File: src/rtl/base_rotl_dec_pipe.sv
// -----------------------------------------------------------------------------
// base_rotl_dec_pipe
//
// Receive-side inverse of the lane rotate-right encoder. A beat of `ways`
// lanes arrives rotated right by i_sel. The block rotates it left by the same
// amount, which restores the original lane order. The result is then
// registered behind a valid/ready handshake.
//
// A main output register (M) and a skid register (S) let the block hold full
// throughput under backpressure. i_r is driven straight from the skid-valid
// flop, so no combinational path runs from o_r to i_r.
//
// If a beat is accepted with a rotate amount >= ways, it is still forwarded,
// but with every lane forced to zero. That beat also sets the sticky o_err
// flag. This case can only arise when ways is not a power of two.
//
// Ports:
//   clk    - clock, rising edge
//   rst_n  - asynchronous active-low reset
//   i_v    - input beat valid
//   i_r    - input ready (registered: ~skid valid)
//   i_d    - rotated beat, lane j = i_d[(j+1)*width-1 : j*width]
//   i_sel  - rotate amount applied by the encoder, unsigned, i_sel[0] is MSB
//   o_v    - output beat valid
//   o_r    - output ready
//   o_d    - restored beat
//   o_err  - sticky illegal-rotate flag
// -----------------------------------------------------------------------------
module base_rotl_dec_pipe #(
    parameter int width     = 1,
    parameter int ways      = 1,
    parameter int sel_width = (ways > 1) ? $clog2(ways) : 1
) (
    input  logic                   clk,
    input  logic                   rst_n,
    input  logic                   i_v,
    output logic                   i_r,
    input  logic [ways*width-1:0]  i_d,
    input  logic [0:sel_width-1]   i_sel,
    output logic                   o_v,
    input  logic                   o_r,
    output logic [ways*width-1:0]  o_d,
    output logic                   o_err
);

    localparam int W = ways * width;

    logic [31:0]  w_sel_u;
    logic         w_illegal;
    logic [W-1:0] w_rot;
    logic [W-1:0] w_beat;
    logic         w_acc;

    logic         r_m_v;
    logic [W-1:0] r_m_d;
    logic         r_s_v;
    logic [W-1:0] r_s_d;
    logic         r_err;

    assign w_sel_u   = 32'(i_sel);
    // A single lane cannot be rotated, so the amount is never illegal there.
    assign w_illegal = (ways > 1) && (w_sel_u >= 32'(ways));

    // Rotate left: out lane k takes in lane (k - sel) mod ways. Each possible
    // amount is expanded with constant lane indices, so the result is a plain
    // mux. An illegal amount matches no branch, and the lanes stay zero.
    always_comb begin
        w_rot = '0;
        if (ways == 1) begin
            w_rot = i_d;
        end else begin
            for (int s = 0; s < ways; s++) begin
                if (w_sel_u == 32'(s)) begin
                    for (int k = 0; k < ways; k++) begin
                        w_rot[k*width +: width] = i_d[((k + ways - s) % ways)*width +: width];
                    end
                end
            end
        end
    end

    assign w_beat = w_illegal ? '0 : w_rot;
    assign w_acc  = i_v & i_r;

    // S can only hold a beat while M is full. This means that:
    // - with S full, no beat is accepted, and a drain shifts S into M;
    // - with S empty, an accepted beat goes to M whenever M is empty or
    //   draining on this edge, and goes to S otherwise.
    always_ff @(posedge clk or negedge rst_n) begin
        if (!rst_n) begin
            r_m_v <= 1'b0;
            r_m_d <= '0;
            r_s_v <= 1'b0;
            r_s_d <= '0;
            r_err <= 1'b0;
        end else begin
            if (w_acc && w_illegal) begin
                r_err <= 1'b1;
            end
            if (r_s_v) begin
                if (o_r) begin
                    r_m_d <= r_s_d;
                    r_s_v <= 1'b0;
                end
            end else if (w_acc) begin
                if (!r_m_v || o_r) begin
                    r_m_v <= 1'b1;
                    r_m_d <= w_beat;
                end else begin
                    r_s_v <= 1'b1;
                    r_s_d <= w_beat;
                end
            end else if (o_r) begin
                r_m_v <= 1'b0;
            end
        end
    end

    assign i_r   = ~r_s_v;
    assign o_v   = r_m_v;
    assign o_d   = r_m_d;
    assign o_err = r_err;

endmodule

File: config.mk
export PLATFORM = sky130hd
export DESIGN_NAME = base_rotl_dec_pipe
export DESIGN_NICKNAME = d
export VERILOG_FILES = /design/src/rtl/base_rotl_dec_pipe.sv
export SDC_FILE = /design/constraint.sdc
export NUM_CORES = 1
export LEC_CHECK = 0
export CAP_MARGIN = 10
export CORE_AREA = 2 2 39 41
export CTS_CLUSTER_SIZE = 8
export DETAILED_ROUTE_END_ITERATION = 10
export DIE_AREA = 0 0 41 43
export GPL_TIMING_DRIVEN = 0
export SETUP_SLACK_MARGIN = 0.15
export SLEW_MARGIN = 40
export SYNTH_ARGS = -nofsm -noshare
export SYNTH_HDL_FRONTEND = slang
export SYNTH_SLANG_ARGS = --single-unit
File: constraint.sdc
create_clock -name clk -period 1.25 [get_ports clk]
set_input_delay 0.125 -clock clk [delete_from_list [all_inputs] [get_ports clk]]
set_output_delay 0.125 -clock clk [all_outputs]
set_load 0.01 [all_outputs]
* Word-level counts from Yosys, hierarchy flattened *
Index checks and enable logic that the tools add are counted.

storage, ports and cells
  output and inout port bits = 4
  register bits = 4
  word-level logic and storage cells = 28
  bits of input ports = 6

operators by class
  reductions and logical operators = 8
  multiplexer cells = 11
  bitwise operators = 3
  equal/unequal tests = 2

operators by type and width
  kind                  number
  $mux W1               11
  $reduce_and A3 Y1     3
  $reduce_bool A2 Y1    3
  $ne A2 B1 Y1 const B  1
  $ne A2 B2 Y1 const B  1
  $not A1 Y1            2
  $and A1 B1 Y1         1
  $logic_not A1 Y1      1
  $logic_or A1 B1 Y1    1

* Depth between registers and ports, before layout *
  depth in word-level cells = 5
  depth in mapped cells = 3
  gate-level depth less buffers = 3

* Worst setup path before layout *
Ideal clock, no wire load.

  path type = register to register
  start point = register r_m_v, in the netlist o_v
  end point = register r_s_d
  setup slack = 0.164 ns
  data arrival time = 0.961 ns
  setup time = 0.125 ns
  stages on the path, launching flop included = 4
  required time = 1.125 ns
  buffers on the path = 0
  path through = dfrtp_1 -> nand2_1 -> nor3_1 -> mux2_2

on the way
  cells in the longest elaborated chain, start to end = 4

RTL lines
  element                             line  text
  start: declaration                  54    logic r_m_v;
  start signal: assignment            91    r_m_v <= 1'b0;
  start signal: assignment            107   r_m_v <= 1'b1;
  start signal: assignment            114   r_m_v <= 1'b0;
  $logic_not A1 Y1                    106   if (!r_m_v || o_r) begin
  $logic_or A1 B1 Y1                  106
  $not A1 Y1 (no source line)         -
  $reduce_and A3 Y1 (no source line)  -
  end signal: assignment              111   r_s_d <= w_beat;
  end: declaration                    57    logic [W-1:0] r_s_d;

Every way passes these cells.
A chain may end at the register's enable or synchronous reset.

* Worst setup path after layout *
  start point = register r_s_v
  end point = register r_m_d, in the netlist o_d

on the way
  cells in the longest elaborated chain, start to end = 4
  elaborated cells between the ends (all ways) = 7

RTL lines
  element                              line  text
  start: declaration                   56    logic r_s_v;
  start signal: assignment             93    r_s_v <= 1'b0;
  start signal: assignment             103   r_s_v <= 1'b0;
  start signal: assignment             110   r_s_v <= 1'b1;
  $not A1 Y1 (no source line)          -
  $and A1 B1 Y1                        83    assign w_acc = i_v & i_r;
  $reduce_bool A2 Y1 (no source line)  -
  $reduce_and A3 Y1 (no source line)   -
  end signal: assignment               102   r_m_d <= r_s_d;
  end signal: assignment               108   r_m_d <= w_beat;
  end: declaration                     55    logic [W-1:0] r_m_d;

Several ways; a longest one is shown, not always the timed one.

==> summary.md <==
| Metric | Value |
|---|---|
| CTS Sinks | `4` |
| Dominant cells by area after synthesis | `dfrtp_1 53%, mux2_2 12%, mux2_4 7.9%, a22o_1 4.6%, buf_4 4.0%` |
| Final critical-path required period | `1.12 ns` |
| # rows | `14` |
| Fin. Hold Viols | `0` |
| Skew-Pair Late Insertion Delay | `0.23 ns` |
| Slowest CP cell | `dfrtp_2` |
| Final Max Slew Viols | `0` |
| Mapped Nets | `23` |
| Synth Area in Adders | `0%` |
| Largest net degree at the start of global routing | `6` |
| Initial core utilization | `13.7%` |
| Simple-gate portion of the synthesized area | `8.61%` |
| Layout cells sized above 1 | `46.4%` |
| Drt first pass iters | `1` |
| Diode count | `0` |
| Cell Area, Synth | `189 um^2` |
| Critical path required time | `1.36 ns` |
| Ratio of final minimum period to clock period | `89.3%` |
| DR iter-0 viols | `0` |
| CTS tree | `done` |
| Maximum vdd drop | `0.000266 V` |
| Syn-to-layout area delta | `67.6%` |
| Worst Path Class, Setup | `reg2reg` |
| Avg WL per Cell | `8.30 um` |
| Total congestion overflow | `0` |
| Yosys top cell area share | `53.0%` |
| Vias in the first global route | `170` |
| IO Port Bufs | `7` |
| H-tree levels | `1` |
| Chip height | `43 um` |
| Top-count cell post-synth | `dfrtp_1` |
| Synth top cells by count | `4 x dfrtp_1, 2 x mux2_2, 2 x nand2_1` |
| RSZ-0062 raised after global routing | `yes` |
| Cell Pwr Density | `1390 mW/mm^2` |
| Yosys top cell by area | `dfrtp_1` |
| Total number of vias | `157` |
| Tot GR Track Use | `6.16%` |
| Crit end category | `register` |
| Mux cell area share after synthesis | `19.9%` |
| Clock Tree Root | `clkbuf_4` |
| Final setup vio count | `0` |
| Core Box Area | `0.00138 mm^2` |
| Crit-path cells | `mux2_4 > mux2_2` |
| Cts bufs inserted | `3` |
| Fin util | `22.9%` |
| IO Count | `10` |
| GPL Wtd Cong | `0.584` |
| Leak | `0.151 nW` |
| Cts hold-fix bufs | `0` |
| Vias per std cell | `3.57` |
| Post-synth ARST share | `100%` |
| Clock tree buffer depth | `2` |
| Largest family of logic cells by synthesized area | `multiplexers` |
| Ys flop type | `dfrtp_1` |
| Post-synth cell types | `12` |
| Area of the multi-input gates | `88.8 um^2` |
| Ys Warns | `0` |
| Worst min-delay path class | `in2async` |
| Number of enable flip-flop cells after synthesis | `0` |
| CP Launch Type | `register` |
| Compound-cell area share of the yosys netlist | `10.6%` |
| Avg Cell Area, Syn | `11.1 um^2` |
| Initial antenna violation count | `0` |
| Max Fanout on Critical Path | `5` |
| Critical path arrival | `1.23 ns` |
| # DRC | `0` |
| Sequential share of the synthesized area | `53.0%` |
| Setup Skew | `0.00246 ns` |
| Total Die Area | `0.00176 mm^2` |
| # nets final | `36` |
| DRT antenna net count | `0` |
| Final wirelength | `365 um` |
| Max_cap viols | `0` |
| Synthesized flop and latch total | `4` |
| Fillers | `158` |
| Outcome | `finished clean` |
| Total power | `439 uW` |
| Worst path max stage delay | `0.44 ns` |
| Global-route wire length before repair | `634 um` |
| Register Area | `101 um^2` |
| CTS clk-pin slew, worst paths | `0.04 ns` |
| Xor and xnor area share after synthesis | `0%` |
| Post-Syn Instances | `17` |
| Fmax | `895 MHz` |
| Placed cell count | `40` |
| Final hold slack | `0.0935 ns` |
| Cell Count, Final, Fillers Out | `44` |
| Die Wd | `41 um` |
| Setup Total Neg Slack | `0 ns` |
## worst paths after layout
| kind | from | endpoint | slack, ns | depth (start not counted) |
|---|---|---|---|---|
| min in group clk | i_v | o_v$_DFFE_PN0P_ | 0.23 | 2 |
| worst min register to register | r_s_d$_DFFE_PN0P_ | r_s_d$_DFFE_PN0P_ | 0.50 | 1 |
| worst max-delay path | r_s_v$_DFF_PN0_ | o_d$_DFFE_PN0P_ | 0.13 | 2 |
| worst max register to register | r_s_v$_DFF_PN0_ | o_d$_DFFE_PN0P_ | 0.13 | 2 |
| worst min-delay path | rst_n | o_d$_DFFE_PN0P_ | 0.09 | 1 |
| max in group asynchronous | rst_n | r_s_v$_DFF_PN0_ | 0.98 | 1 |
## final cells by class
class | count | share of cell area (%)
flip-flops and latches | 4 | 32.0
multi-input cells | 11 | 28.1
repair buffers | 8 | 22.9
clock buffers | 3 | 7.11
well taps | 16 | 6.32
plain buffers | 1 | 2.37
inverters | 1 | 1.19
## metal layers
layer / global-route usage, % / routed length (um) / vias to the layer above
met5: 0 / 0 / -
met4: 8.00 / 0 / 0
li1: - / - / 79
met3: 3.14 / 31 / 0
met2: 8.13 / 215 / 4
met1: 5.56 / 117 / 74
## critical path: cells and delay by family, from the launching register on
family / cells / cell delay [ns]
multiplexers: 2 / 0.56
flip-flops: 1 / 0.44
## sequential cells by signal, summed over array words and instances, names as in the netlist
name / cells
o_d: 1
o_v: 1
r_s_d: 1
r_s_v: 1
## report_power, final
part           switching [mW]  leakage, nW  internal, mW
Sequential             0.0181       0.0462         0.157
Clock                  0.0472       0.0138         0.107
Combinational          0.0421       0.0912        0.0674
Total                   0.107        0.151         0.332
## layout by cell type, fill, tap and decap left out, drive strengths merged
| master | n |
|---|---|
| a21oi | 1 |
| a22o | 1 |
| buf | 2 |
| clkbuf | 4 |
| clkdlybuf4s50 | 3 |
| conb | 1 |
| dfrtp | 4 |
| dlygate4sd2 | 2 |
| dlymetal6s2s | 1 |
| inv | 1 |
| mux2 | 3 |
| nand2 | 2 |
| nor2 | 1 |
| nor3 | 1 |
| o22ai | 1 |
## through the flow
| step | setup slack, ns | cell area (um^2) |
|---|---|---|
| 5_1_grt | 0.0991 | 317 |
| 3_3_place_gp | -0.0972 | 279 |
| 3_5_place_dp | -0.120 | 279 |
| 4_1_cts | 0.0640 | 298 |
| 6_report | 0.133 | 317 |
| 2_1_floorplan | 0.164 | 189 |
## what timing repair did
item / 4_1_cts / 5_1_grt
setup endpoints to repair: 5 / 3
gates resized for setup: 3 / 7
pin swaps: 0 / 1
setup buffers: 0 / 1
## cells by family after synthesis
family,after synthesis
other cells,1
flops,4
compound gates,3
buf+inv,2
mux,3
simple gates,4
No activity file was read; power rests on OpenSTA's default activity.
